$ cat src/rtl/ifetch_unit.sv
// Instruction fetch unit: owns the fetch PC, issues icache reads and buffers words in a prefetch FIFO.
// Optional build macro IFETCH_STATS_EN adds fetch/stall statistics counters.
module ifetch_unit #(
  parameter logic [31:0] RESET_PC  = 32'h0000_0000,
  parameter int          BUF_DEPTH = 2
) (
  input  logic        CLK,
  input  logic        nRST,
  output logic [31:0] address,
  output logic        iREN,
  input  logic        dREN,
  input  logic        dWEN,
  input  logic        ihit,
  input  logic [31:0] memout,
  input  logic        redirect,
  input  logic [31:0] redirect_pc,
  input  logic        halt,
  output logic        instr_valid,
  output logic [31:0] instr,
  output logic [31:0] instr_pc,
  input  logic        instr_ready,
  output logic        halted
`ifdef IFETCH_STATS_EN
  ,
  output logic [31:0] fetch_cnt,
  output logic [31:0] stall_cnt
`endif
);

  localparam int PW = (BUF_DEPTH > 1) ? $clog2(BUF_DEPTH) : 1;
  localparam int CW = $clog2(BUF_DEPTH + 1);

  typedef enum logic {S_FETCH, S_HALT} state_t;

  state_t        r_state, w_state_next;
  logic [31:0]   r_pc, w_pc_next, r_addr;
  logic [31:0]   r_mem_pc  [BUF_DEPTH];
  logic [31:0]   r_mem_ins [BUF_DEPTH];
  logic [PW-1:0] r_wr_ptr, r_rd_ptr;
  logic [CW-1:0] r_count;
  logic          w_full, w_iren, w_hit, w_flush, w_push, w_pop;
  logic          w_unused_rpc;

  assign w_unused_rpc = |redirect_pc[1:0];

  // nRST gates the request so iREN drops immediately on an asynchronous reset.
  assign w_full  = (r_count == CW'(BUF_DEPTH));
  assign w_iren  = nRST & (r_state == S_FETCH) & ~dREN & ~dWEN & ~w_full;
  assign w_hit   = w_iren & ihit;
  assign w_flush = (r_state == S_FETCH) & redirect;
  assign w_push  = w_hit & ~w_flush;
  assign w_pop   = instr_valid & instr_ready;

  always_ff @(posedge CLK or negedge nRST) begin
    if (!nRST) r_state <= S_FETCH;
    else       r_state <= w_state_next;
  end

  always_comb begin
    w_state_next = r_state;
    w_pc_next    = r_pc;
    if (r_state == S_FETCH && halt) w_state_next = S_HALT;
    if (w_flush)     w_pc_next = {redirect_pc[31:2], 2'b00};
    else if (w_push) w_pc_next = r_pc + 32'd4;
  end

  // r_addr remembers where the last request left the PC, so a stalled port shows the next fetch address.
  always_ff @(posedge CLK or negedge nRST) begin
    if (!nRST) begin
      r_pc   <= RESET_PC;
      r_addr <= RESET_PC;
    end else begin
      r_pc <= w_pc_next;
      if (w_iren) r_addr <= w_pc_next;
    end
  end

  always_ff @(posedge CLK or negedge nRST) begin
    if (!nRST) begin
      r_wr_ptr <= '0;
      r_rd_ptr <= '0;
      r_count  <= '0;
      for (int i = 0; i < BUF_DEPTH; i++) begin
        r_mem_pc[i]  <= '0;
        r_mem_ins[i] <= '0;
      end
    end else if (w_flush) begin
      r_wr_ptr <= '0;
      r_rd_ptr <= '0;
      r_count  <= '0;
    end else begin
      if (w_push) begin
        r_mem_pc[r_wr_ptr]  <= r_pc;
        r_mem_ins[r_wr_ptr] <= memout;
        r_wr_ptr            <= r_wr_ptr + PW'(1);
      end
      if (w_pop) r_rd_ptr <= r_rd_ptr + PW'(1);
      case ({w_push, w_pop})
        2'b10:   r_count <= r_count + CW'(1);
        2'b01:   r_count <= r_count - CW'(1);
        default: r_count <= r_count;
      endcase
    end
  end

  assign iREN        = w_iren;
  assign address     = w_iren ? r_pc : r_addr;
  assign instr_valid = (r_count != '0);
  assign instr       = instr_valid ? r_mem_ins[r_rd_ptr] : '0;
  assign instr_pc    = instr_valid ? r_mem_pc[r_rd_ptr]  : '0;
  assign halted      = (r_state == S_HALT);

`ifdef IFETCH_STATS_EN
  always_ff @(posedge CLK or negedge nRST) begin
    if (!nRST) begin
      fetch_cnt <= '0;
      stall_cnt <= '0;
    end else begin
      if (w_push) fetch_cnt <= fetch_cnt + 32'd1;
      if (r_state == S_FETCH && !w_iren) stall_cnt <= stall_cnt + 32'd1;
    end
  end
`else
  // Statistics counters are absent in this build.
`endif

endmodule

$ cat config.mk
export PLATFORM = sky130hd
export DESIGN_NAME = ifetch_unit
export DESIGN_NICKNAME = d
export VERILOG_FILES = /design/src/rtl/ifetch_unit.sv
export SDC_FILE = /design/constraint.sdc
export NUM_CORES = 1
export LEC_CHECK = 0
export CAP_MARGIN = 30
export CORE_UTILIZATION = 45
export CTS_CLUSTER_DIAMETER = 40
export DETAILED_ROUTE_END_ITERATION = 16
export GPL_TIMING_DRIVEN = 0
export PLACE_DENSITY = 0.71
export SLEW_MARGIN = 20
export SYNTH_ARGS = -nofsm -noshare
export SYNTH_HDL_FRONTEND = slang
export SYNTH_SLANG_ARGS = --single-unit
$ cat constraint.sdc
create_clock -name CLK -period 6.35 [get_ports CLK]
set_clock_uncertainty 0.05 [all_clocks]
set_input_delay 1.27 -clock CLK [delete_from_list [all_inputs] [get_ports CLK]]
set_output_delay 1.27 -clock CLK [all_outputs]
set_load 0.02 [all_outputs]
==> metrics.yaml <==
area_growth_pct: 28.38
yosys_register_bits: 197
hold_viol_final: 0
track_usage: 0.2333
dp_hpwl_um: 17330
cts-htree-levels: 4
final.fill_count: 1729
synth_edf_count: 0
crit_arrival_ns: 4.45
crit_path_end_kind: "primary output"
crit_chain: "buf_8 > buf_16 > nand2b_1 > nor3_4 > nand2b_1 > clkbuf_1 > inv_2 > clkbuf_1 > buf_2 > nand2_1 > nand2_1 > clkdlybuf4s50_1"
die_area_sq_mm: 0.02155
cts.clk_slew.worst_paths_ns: 0.06
hp-class: "register to register"
ios: 171
synth_fp_nets: 923
setup_ws_ns: 0.5778
top_usage_layer: "met2"
setup_viol: 0
cellLeakagePower_nw: 5.320
fp.dieW_um: 146.8
diodes: 0
run_status: "completed"
clock.fmax_ghz: 0.1732
antenna_found_initial: 0
gr-usage-met1: 0.3255
hold_buffers: 0
initialDrtViolationCount: 512
met2_usage: 0.3640
grt_pass1_vias: 7197
crit_fanout: 60
fin_crit_ns: 5.772
cp-start-kind: "input port"
first_pass_iters: 5
final_nets: 1112
maxCapViolations: 0
post_cts_buffers: 0
grt_max_degree: 83
syn-instance-count: 850
place_congestion: 0.8305
crit_buf_inv: 7
finalCritPeriodShare: 0.9090
synth_seq_area_share: 0.5225
ir_worst_vdd_mv: 0.1695
wl_per_cell_um: 18.27
dp_slack_ns: 0.5520
initial_utilization: 0.4633
clock_latency_ns: 0.42
fin_util: 0.5947
cp.required_ns: 5.03
routed_wl_um: 24130
synth_cell_type_count: 58
cts.path.max_buffers: 2
clock-sinks: 197
core.rowCount: 52
cts_tree: "done"
root_buffer: "clkbuf_16"
ys.flop_type: "dfrtp_1"
io_buffers: 168
grt_pass1_wl_um: 38660
antenna_left: 0
placed_cells: 1290
synth_area_sq_mm: 0.009434
hold_ws_ns: 0.4261
worstMarginPinSlew_ns: 0.9292
cts_inserted_buffers: 17
power_density_mw_per_mm2: 224.6
slowest_stage: "clkdlybuf4s50_1"
vias: 7115
vias_per_cell: 5.386
async_flop_share: 1.000
overflow: 0
slew_violations: 0
core_sq_mm: 0.02036
stdcell_count: 1321
rsz0062_at_grt: "no"
critPathMaxStageDelay_ns: 0.61
drc: 0
worstSetupPathType: "input port to primary output"
synth_area_per_cell_sq_um: 11.10
cts.repair.resized: 0
die_y_um: 146.8
layout-drive-gt1-share: 0.1798
grtUsageMet3: 0.03944
yosysWarnings: 0
crit_family: "buffers and inverters"
slew_headroom: 0.3805
per-stage QoR:
| stage | power (mW) | setup TNS (ns) | area (sq um) |
|---|---|---|---|
| floorplan | 1.496 | 0 | 9434 |
| global placement | 1.637 | -2128.15 | 11450 |
| detailed placement | 1.643 | 0 | 11510 |
| CTS | 2.742 | 0 | 12110 |
| global route | 2.828 | 0 | 12110 |
| finish | 2.721 | 0 | 12110 |
worst paths after layout:
kind,slack (ns),cells after the start,endpoint,from
setup / recovery,0.58,12,address[9],nRST
hold / removal,0.43,2,r_addr[3],r_addr[3]
setup reg to reg,3.72,8,r_addr[9],r_count[0]
hold reg to reg,0.43,2,r_addr[3],r_addr[3]
max in group asynchronous,4.47,3,r_addr[19],nRST
min in group asynchronous,0.72,1,r_mem_ins[10],nRST
synthesized netlist by cell type, drive strengths merged, types with 4 or more instances:
cell type | n | area share
and2 | 5 | 0.0033
a22oi | 13 | 0.010
and3 | 9 | 0.0061
mux2i | 65 | 0.069
a21bo | 4 | 0.0042
xor2 | 19 | 0.018
buf | 23 | 0.013
mux2 | 127 | 0.15
inv | 8 | 0.0032
nor3 | 4 | 0.0057
nor2b | 6 | 0.0048
a211oi | 4 | 0.0032
nor2 | 98 | 0.039
nand2b | 4 | 0.0027
nand3 | 12 | 0.0069
nand4 | 8 | 0.0053
nor4 | 5 | 0.0065
xnor2 | 10 | 0.0093
o221ai | 5 | 0.0046
clkbuf | 28 | 0.012
a21oi | 25 | 0.014
o21ai | 31 | 0.016
dfrtp | 197 | 0.52
nand2 | 117 | 0.047
power breakdown:
part / leakage (nW) / internal (mW) / switching (mW)
registers: 2.66 / 1.30 / 0.0580
clock network: 0.279 / 0.631 / 0.468
logic: 2.38 / 0.128 / 0.136
total: 5.32 / 2.06 / 0.662
worst min-delay path, delay by kind of cell, from the launching register on:
family / cells / cell delay (ns)
AOI/OAI and AO/OA: 1 / 0.06
and+or+nand+nor: 1 / 0.06
DFF: 1 / 0.32
flip-flops by register name, indices dropped and copies added (netlist names):
register	cells
halted	1
r_addr	32
r_count	2
r_mem_ins	64
r_mem_pc	64
r_pc	32
r_rd_ptr	1
r_wr_ptr	1
kinds of logic after synthesis:
group           synth area share
simple gates              0.1377
mux                       0.2206
flops                     0.5225
xor+xnor                 0.02692
fa+ha+maj               0.001326
buf+inv                  0.02812
compound gates           0.06287
cell type report:
| cell class | count | area (sq um) | area share |
|---|---|---|---|
| Sequential cell | 197 | 4930 | 0.4070 |
| Tap cell | 270 | 337.8 | 0.02789 |
| Clock inverter | 11 | 151.4 | 0.01250 |
| Buffer | 51 | 235.2 | 0.01942 |
| Multi-Input combinational cell | 594 | 4239 | 0.3500 |
| Inverter | 8 | 30.03 | 0.002479 |
| Clock buffer | 20 | 446.7 | 0.03688 |
| Timing Repair Buffer | 170 | 1742 | 0.1438 |
layer usage:
metal | vias up | wire, um
met5 | - | 0
met4 | 0 | 618
met1 | 3535 | 10840
li1 | 3317 | -
met2 | 222 | 11360
met3 | 41 | 1307
layout by cell type (no fill, tap or decap), types with 11 or more instances in the layout:
master	count
clkbuf_1	29
mux2i_1	65
xor2_1	19
dfrtp_1	197
mux2_2	123
buf_2	12
nand3_1	11
nor2_1	98
nand2_1	116
a22oi_1	13
clkbuf_16	17
o21ai_0	25
clkdlybuf4s50_1	167
a21oi_1	24
No activity file was read; power rests on OpenSTA's default activity.
